### config.mk
export PLATFORM = sky130hd
export DESIGN_NAME = sp_window_reader
export DESIGN_NICKNAME = d
export VERILOG_FILES = /design/src/rtl/sp_window_reader.sv
export SDC_FILE = /design/constraint.sdc
export NUM_CORES = 1
export LEC_CHECK = 0
export ABC_AREA = 1
export ABC_CLOCK_PERIOD_IN_PS = 2800
export CORE_MARGIN = 2
export CORE_UTILIZATION = 50
export CTS_BUF_LIST = sky130_fd_sc_hd__clkbuf_4
export DETAILED_ROUTE_END_ITERATION = 10
export PLACE_DENSITY = 0.82
export SETUP_SLACK_MARGIN = 0.15
export SLEW_MARGIN = 20
export SYNTH_ARGS = -nofsm -noshare
export SYNTH_HDL_FRONTEND = slang
export SYNTH_SLANG_ARGS = --single-unit
### constraint.sdc
create_clock -name clk -period 2.8 [get_ports clk]
set_input_delay 0.28 -clock clk [delete_from_list [all_inputs] [get_ports clk]]
set_output_delay 0.28 -clock clk [all_outputs]
set_load 0.005 [all_outputs]
### src/rtl/sp_window_reader.sv
// ---------------------------------------------------------------------------
// sp_window_reader
//   Read-side sequencer for a PE scratchpad pair. It walks sliding windows
//   over the ifmap scratchpad, reads the matching filter taps, and streams
//   registered (ifmap, filter) pairs to the MAC stage over valid/ready.
//   The scratchpads read combinationally: rdata reflects raddr in the same
//   cycle.
//
// Ports
//   clk, rst        clock / synchronous active-high reset
//   start           one-cycle job request, honoured only while idle
//   base_addr       ifmap address of the first window element
//   filt_len        K, elements per window (1..NUM_REG)
//   stride          window advance (1..NUM_REG)
//   num_windows     windows per job (>=1)
//   ifmap_raddr     ifmap scratchpad read address / ifmap_rdata its data
//   filt_raddr      filter scratchpad read address / filt_rdata its data
//   out_valid       output beat valid / out_ready MAC accepts the beat
//   out_ifmap       ifmap operand / out_filt filter operand
//   out_last_elem   beat is the last element of its window
//   out_last        beat is the final beat of the job
//   busy            job in progress
//   done            one-cycle pulse when the final beat has been accepted
//   cfg_err         one-cycle pulse when a start was rejected
// ---------------------------------------------------------------------------
module sp_window_reader #(
  parameter int NUM_REG    = 12,
  parameter int DATA_WIDTH = 16,
  parameter int ADDR_WIDTH = 4,
  parameter int WIN_WIDTH  = 8
) (
  input  logic                  clk,
  input  logic                  rst,
  input  logic                  start,
  input  logic [ADDR_WIDTH-1:0] base_addr,
  input  logic [ADDR_WIDTH-1:0] filt_len,
  input  logic [ADDR_WIDTH-1:0] stride,
  input  logic [WIN_WIDTH-1:0]  num_windows,
  output logic [ADDR_WIDTH-1:0] ifmap_raddr,
  input  logic [DATA_WIDTH-1:0] ifmap_rdata,
  output logic [ADDR_WIDTH-1:0] filt_raddr,
  input  logic [DATA_WIDTH-1:0] filt_rdata,
  output logic                  out_valid,
  input  logic                  out_ready,
  output logic [DATA_WIDTH-1:0] out_ifmap,
  output logic [DATA_WIDTH-1:0] out_filt,
  output logic                  out_last_elem,
  output logic                  out_last,
  output logic                  busy,
  output logic                  done,
  output logic                  cfg_err
);

  localparam logic [ADDR_WIDTH:0] NREG = (ADDR_WIDTH+1)'(NUM_REG);

  typedef enum logic [1:0] {S_IDLE, S_RUN, S_DRAIN} state_t;

  state_t                  state_reg, state_next;
  logic [ADDR_WIDTH-1:0]   k_reg, win_base_reg, len_reg, stride_reg;
  logic [WIN_WIDTH-1:0]    w_reg, nwin_reg;
  logic [DATA_WIDTH-1:0]   ifmap_data_reg, filt_data_reg;
  logic                    valid_reg, last_elem_reg, last_reg;
  logic                    done_reg, cfg_err_reg;

  logic                    cfg_ok, elem_last, job_last, load;
  logic [ADDR_WIDTH-1:0]   cur_addr, next_base;

  // Both operands are already reduced below NUM_REG and the second is at
  // most NUM_REG, so one conditional subtract completes the modulo.
  function automatic logic [ADDR_WIDTH-1:0] wrap_add(input logic [ADDR_WIDTH-1:0] a,
                                                     input logic [ADDR_WIDTH-1:0] b);
    logic [ADDR_WIDTH:0] s;
    s = {1'b0, a} + {1'b0, b};
    if (s >= NREG) s = s - NREG;
    return s[ADDR_WIDTH-1:0];
  endfunction

  assign cfg_ok = (filt_len != '0) && ({1'b0, filt_len} <= NREG) &&
                  (stride != '0)   && ({1'b0, stride} <= NREG)   &&
                  (num_windows != '0) && ({1'b0, base_addr} < NREG);

  assign elem_last = (k_reg == len_reg - ADDR_WIDTH'(1));
  assign job_last  = (w_reg == nwin_reg - WIN_WIDTH'(1));
  // The output register can take a new beat when it is empty or draining.
  assign load      = (state_reg == S_RUN) && (!valid_reg || out_ready);
  assign cur_addr  = wrap_add(win_base_reg, k_reg);
  assign next_base = wrap_add(win_base_reg, stride_reg);

  always_ff @(posedge clk) begin
    if (rst) state_reg <= S_IDLE;
    else     state_reg <= state_next;
  end

  always_comb begin
    state_next  = state_reg;
    busy        = 1'b0;
    ifmap_raddr = '0;
    filt_raddr  = '0;
    case (state_reg)
      S_IDLE: begin
        if (start && cfg_ok) state_next = S_RUN;
      end
      S_RUN: begin
        busy        = 1'b1;
        ifmap_raddr = cur_addr;
        filt_raddr  = k_reg;
        if (load && elem_last && job_last) state_next = S_DRAIN;
      end
      S_DRAIN: begin
        busy = 1'b1;
        if (out_ready) state_next = S_IDLE;
      end
      default: state_next = S_IDLE;
    endcase
  end

  always_ff @(posedge clk) begin
    if (rst) begin
      k_reg          <= '0;
      w_reg          <= '0;
      win_base_reg   <= '0;
      len_reg        <= '0;
      stride_reg     <= '0;
      nwin_reg       <= '0;
      ifmap_data_reg <= '0;
      filt_data_reg  <= '0;
      valid_reg      <= 1'b0;
      last_elem_reg  <= 1'b0;
      last_reg       <= 1'b0;
      done_reg       <= 1'b0;
      cfg_err_reg    <= 1'b0;
    end else begin
      done_reg    <= 1'b0;
      cfg_err_reg <= 1'b0;
      case (state_reg)
        S_IDLE: begin
          if (start) begin
            if (cfg_ok) begin
              win_base_reg <= base_addr;
              len_reg      <= filt_len;
              stride_reg   <= stride;
              nwin_reg     <= num_windows;
              k_reg        <= '0;
              w_reg        <= '0;
            end else begin
              cfg_err_reg <= 1'b1;
            end
          end
        end
        S_RUN: begin
          if (load) begin
            ifmap_data_reg <= ifmap_rdata;
            filt_data_reg  <= filt_rdata;
            valid_reg      <= 1'b1;
            last_elem_reg  <= elem_last;
            last_reg       <= elem_last && job_last;
            if (elem_last) begin
              k_reg        <= '0;
              w_reg        <= w_reg + WIN_WIDTH'(1);
              win_base_reg <= next_base;
            end else begin
              k_reg <= k_reg + ADDR_WIDTH'(1);
            end
          end
        end
        S_DRAIN: begin
          if (out_ready) begin
            valid_reg     <= 1'b0;
            last_elem_reg <= 1'b0;
            last_reg      <= 1'b0;
            done_reg      <= 1'b1;
          end
        end
        default: ;
      endcase
    end
  end

  assign out_valid     = valid_reg;
  assign out_ifmap     = ifmap_data_reg;
  assign out_filt      = filt_data_reg;
  assign out_last_elem = last_elem_reg;
  assign out_last      = last_reg;
  assign done          = done_reg;
  assign cfg_err       = cfg_err_reg;

endmodule

# Yosys cells after proc, flatten, opt, wreduce, memory -nomap -nowiden
# Index checks and enable logic that the tools add are counted.
# Widths: inputs -> output; s select.
[op_classes] n_addsub=8 order_cmp=5 eq_ne=11 n_mux=33 bitwise_logic=3 reduce_logical=27
[op_table] operator="$mux 4" n=12
[op_table] operator="$mux 8" n=4
[op_table] operator="$pmux 4 s2" n=2
[op_table] operator="$pmux 8 s2" n=1
[op_table] operator="$ne 2x2->1 const B" n=6
[op_table] operator="$add 4x4->5" n=2
[op_table] operator="$ge 5x4->1 const B" n=2
[op_table] operator="$logic_and 1x1->1" n=10
[op_table] operator="$reduce_and 3->1" n=3
[op_table] operator="$add 8x1->8 const B" n=1
[op_table] operator="$eq 8x8->1" n=1
[op_table] operator="$le 4x4->1 const B" n=2
[op_table] operator="$reduce_bool 4->1" n=2
[op_table] operator="$reduce_bool 8->1" n=1
[op_table] operator="$sub 4x4->4 const B" n=2
[op_table] operator="$sub 8x1->8 const B" n=1
[op_table] operator="$mux 1" n=7
[op_table] operator="$mux 2" n=3
[op_table] operator="$pmux 1 s2" n=3
[op_table] operator="$pmux 2 s3" n=1
[op_table] operator="$reduce_and 5->1" n=1
[op_table] operator="$add 4x1->4 const B" n=1
[op_table] operator="$eq 4x4->1" n=1
[op_table] operator="$lt 4x4->1 const B" n=1
[op_table] operator="13 further kinds" n=17
[totals] ff_bits=71 in_bits=56 out_inout_bits=46 word_cells=101

# Logic depth before layout (Yosys ltp)
[logic_depth] depth_word=9 depth_mapped=17 mapped_depth_nobuf=17

# Worst setup path after synthesis
# OpenSTA, ideal clock, no wires.
[synth_timing] path_type="reg2reg" startpoint="reg win_base_reg[0]" endpoint="reg win_base_reg[3]" arrival_ns=2.209 required_time_ns=2.666 slack_ns=0.457 path_stages_with_launch=18 n_path_buf=0 period_less_slack_ns=2.343 cell_sequence="dfxtp_1 > ha_1 > inv_1 > fa_1 > or2_2 > nand2_1 > inv_1 > ha_1 > nand2_1 > nor2_1 > nor3_1 > inv_1 > nor2_1 > nor2_1 > nand2_1 > nand2_1 > nand2_1 > a21oi_1"
[synth_via] elab_chain_len=6 elab_cells_between_ends=7 cone_classes="add/sub (2); order compare (1); mux (4)"
[synth_lines] element="start: declaration" line="59" rtl="logic [ADDR_WIDTH-1:0] k_reg, win_base_reg, len_reg, stride_reg;"
[synth_lines] element="start signal: assignment" line="139" rtl="win_base_reg <= base_addr;"
[synth_lines] element="start signal: assignment" line="160" rtl="win_base_reg <= next_base;"
[synth_lines] element="$add 4x4->5 *" line="73" rtl="s = {1'b0, a} + {1'b0, b};"
[synth_lines] element="$sub 4x4->4 or $ge 5x4->1 (tied branches)" line="74" rtl="if (s >= NREG) s = s - NREG;"
[synth_lines] element="$mux 4 *" line="74"
[synth_lines] element="$mux 4 *" line="157" rtl="if (elem_last) begin"
[synth_lines] element="$mux 4 *" line="151" rtl="if (load) begin"
[synth_lines] element="$pmux 4 s2 *" line="135" rtl="case (state_reg)"
# Mark *: on every way between the ends. The rest lies on a longest branch, timed or not. The select of a mux whose other input is x is not followed.
# A chain may end at the register's enable or synchronous reset.

# Worst setup path in the final report
[layout_timing] startpoint="reg k_reg[0]" endpoint="out ifmap_raddr[3]"
[layout_via] elab_chain_len=4 elab_cells_between_ends=5 cone_classes="add/sub (2); order compare (1); mux (2)"
[layout_lines] element="start: declaration" line="59"
[layout_lines] element="start signal: assignment" line="162" rtl="k_reg <= k_reg + ADDR_WIDTH'(1);"
[layout_lines] element="$add 4x4->5 *" line="73"
[layout_lines] element="$sub 4x4->4 or $ge 5x4->1 (tied branches)" line="74"
[layout_lines] element="$mux 4 *" line="74"
[layout_lines] element="$mux 4 *" line="99" rtl="case (state_reg)"
[layout_lines] element="end: declaration" line="39" rtl="output logic [ADDR_WIDTH-1:0] ifmap_raddr,"
# Mark *: on every way between the ends. The rest lies on a longest branch, timed or not.

==> out/results.md <==
| Metric | Value | Unit |
|---|---|---|
| Worst slew pin tran | 564 | ps |
| Setup slack of the worst register-to-register path | 170 | ps |
| WHS Endpoint | out_filt[6]$_SDFFE_PP0P_ | - |
| Final min period | 2800 | ps |
| Startpoint Class | flop | - |
| Number of rows created at floorplan | 31 | - |
| Length in cells of the worst reg-to-reg path | 19 | - |
| GRT Total Usage | 0.256 | - |
| Global-route wire length before repair | 17.2 | mm |
| Worst-case clock skew | 15.9 | ps |
| Main flop type after synthesis | dfxtp_1 | - |
| Leftover overflow at the end of global routing | 0 | - |
| Worst relative slew slack | 0.624 | - |
| Biggest fanout along the worst timing path | 3 | - |
| Endpoint of the most critical register-to-register path | win_base_reg[3]$_SDFFE_PP0P_ | - |
| Worst R2R Start | win_base_reg[0]$_SDFFE_PP0P_ | - |
| Pins over their slew limit | 0 | - |
| Height of the die | 90.8 | um |
| Number of iterations in the first detailed-routing pass | 5 | - |
| Portion of the post-synthesis area used by sequential elements | 0.377 | - |
| CTS Hold Bufs | 0 | - |
| Achievable clock frequency | 357 | MHz |
| Outcome | finished, violations left | - |
| Detail-routed via count per cell | 5.17 | - |
| Max-capacitance violation count | 0 | - |
| Cell leakage power | 2.30 | nW |
| Worst hold stages | 3 | - |
| Worst Slack Setup Final | -3.29 | ps |
| Violations in the final reports | setup timing | - |
| Hold Crit Start | filt_rdata[6] | - |
| Min-delay worst type | input port to flop | - |
| Initial antenna violation count | 0 | - |
| # nets final | 726 | - |
| CTS tree | done | - |
| Cell variety after synth | 34 | - |
| Final hold violation count | 0 | - |
| Largest net degree at the start of global routing | 52 | - |
| Warnings from Yosys | 0 | - |
| Root buffer selected by CTS | clkbuf_4 | - |
| Share of post-route cells with drive strength above 1 | 0.131 | - |
| Post-Synthesis Cells | 541 | - |
| Number of clock sinks | 71 | - |
| Synthesized area per cell | 6.96 | um2 |
| Clock network latency to the later pin of the worst-skew pair | 420 | ps |
| Endpoint required time on the critical path | 2520 | ps |
| Top Ports | 102 | - |
| Ratio of final minimum period to clock period | 1.00 | - |
| Maximum VDD drop | 0.467 | mV |
| Final WL | 10.7 | mm |
| Netlist area before placement | 0.00377 | mm2 |
| Number of design-rule violations left by the first detailed-router iteration | 198 | - |
| Last weighted congestion value of the routability-driven placer | 0.872 | - |
| Crit path DAT | 2520 | ps |
| Synth Net Count | 616 | - |
| Count of endpoints failing setup in the final report | 1 | - |
| Number of global-route vias before repair | 3840 | - |
| Count of flip-flops with a built-in enable after synthesis | 0 | - |
| Endpoint class of the critical path | output port | - |
| Half-perimeter wire length after detailed placement | 7.36 | mm |
| Number of buffers created by CTS | 9 | - |
| Yosys reg bits | 71 | - |
| Accumulated negative setup slack | -3.29 | ps |
| Final core area utilization | 0.721 | - |
| Number of antenna cells inserted | 0 | - |
| Setup repair after global routing missed its margin | true | - |
| Highest-count cells in the layout ignoring fill and taps | nand2_1, nor2_1, clkdlybuf4s50_1 | - |
| Critical path start-end classification | flop to output port | - |
| Vias | 3901 | - |
| Initial Utilization | 0.516 | - |
| Routed length per placed instance | 14.2 | um |
| Post-synthesis to final-layout area growth | 39.5 | % |
| Remaining antenna violation count after routing | 0 | - |
| Worst-path clk slew | 130 | ps |
| Port Buffers | 101 | - |
| Async SR Flop Fraction | 0 | - |
| Core Box Area | 0.00729 | mm2 |
| Power density of the placed cells | 652 | mW/mm2 |
| Maximum count of clock buffers along a single path | 2 | - |
| Htree depth | 3 | - |
| Remaining design rule violation count | 0 | - |
| Area enclosed by the die boundary | 0.00824 | mm2 |
| Width of the chip | 90.8 | um |
## per-stage QoR
stage	std cells	instance area [um2]	setup slack, ps	hold slack (ps)	power (mW)
finish	754	5260	-3.29	420	3.42
detailed placement	730	4870	77.3	458	2.38
global placement	730	4870	166	454	2.34
global route	754	5260	-67.7	407	3.64
CTS	750	5130	70.1	405	3.32
floorplan	541	3770	457	349	1.94
## repair_timing
action | in CTS | in global routing
setup buffers | 5 | 4
gates resized for setup | 22 | 25
pin swaps | 9 | 16
endpoints found under the setup margin | 2 | 4
## layer usage
layer | GRT usage | wire length, um | vias up | share of wire
met1 | 0.287 | 4220 | 1771 | 0.39
met2 | 0.440 | 5170 | 167 | 0.48
li1 | - | - | 1935 | -
met4 | 0.0997 | 282 | 0 | 0.026
met5 | 0 | 0 | - | 0
met3 | 0.0985 | 1050 | 28 | 0.098
## worst max-delay path, stage by stage, from the launching register on
cell      delay, ps
dfxtp_2         380
ha_4            150
inv_2            40
fa_2            350
or2_4           280
nand2_2          70
inv_2            50
ha_4            140
nand3b_1        130
buf_4           140
a21oi_1          70
nor2_1          170
buf_2           150
## cell usage after synthesis (2+ instances only)
master    count  area [um2]
a21oi_1      37         185
buf_2         3        15.0
buf_4         2        15.0
clkbuf_1     13        48.8
dfxtp_1      71        1420
fa_1          2        40.0
ha_1         17         213
inv_1        55         206
inv_2         9        33.8
nand2_1     103         387
nand2_4       4        45.0
nand3_1      23         115
nand4_1       5        31.3
nor2_1      100         375
nor2_4        2        22.5
nor3_1        2        10.0
o21ai_0      55         275
o21ai_1       5        25.0
o21ai_2       3        26.3
or2_2         2        12.5
xnor2_1       6        52.6
xor2_1       10        87.6
## report_power, final
group / switching [mW] / total (mW) / internal, mW / leakage [nW]
registers: 0.0972 / 1.25 / 1.15 / 0.581
clock network: 0.375 / 0.912 / 0.537 / 0.106
logic: 0.704 / 1.27 / 0.562 / 1.62
total: 1.18 / 3.42 / 2.25 / 2.30
## final cells by class
cell class,instances,area (um2)
clock inverters,6,134
well taps,99,124
flip-flops and latches,71,1430
repair buffers,118,1140
clock buffers,9,67.6
multi-input cells,386,2120
fillers,598,2040
inverters,65,249
## logic make-up (layout without fill, tap and decap cells)
kind of cell	Yosys count	in the layout	share of synthesized area
simple gates	247	247	0.282
xor+xnor	16	16	0.0372
compound gates	104	104	0.147
fa+ha+maj	19	19	0.0671
buf+inv	84	198	0.0894
flops	71	71	0.377
## worst max path at each step
stage,from,end,depth (start not counted),slack [ps]
5_1_grt,k_reg[2]$_SDFFE_PP0P_,ifmap_raddr[2],13,-70
2_1_floorplan,win_base_reg[0]$_SDFFE_PP0P_,win_base_reg[3]$_SDFFE_PP0P_,17,460
4_1_cts,win_base_reg[0]$_SDFFE_PP0P_,ifmap_raddr[2],13,70
3_3_place_gp,win_base_reg[0]$_SDFFE_PP0P_,ifmap_raddr[2],11,170
3_5_place_dp,win_base_reg[0]$_SDFFE_PP0P_,ifmap_raddr[2],11,80
6_report,k_reg[0]$_SDFFE_PP0P_,ifmap_raddr[3],12,-3
No activity file was read; power rests on OpenSTA's default activity.
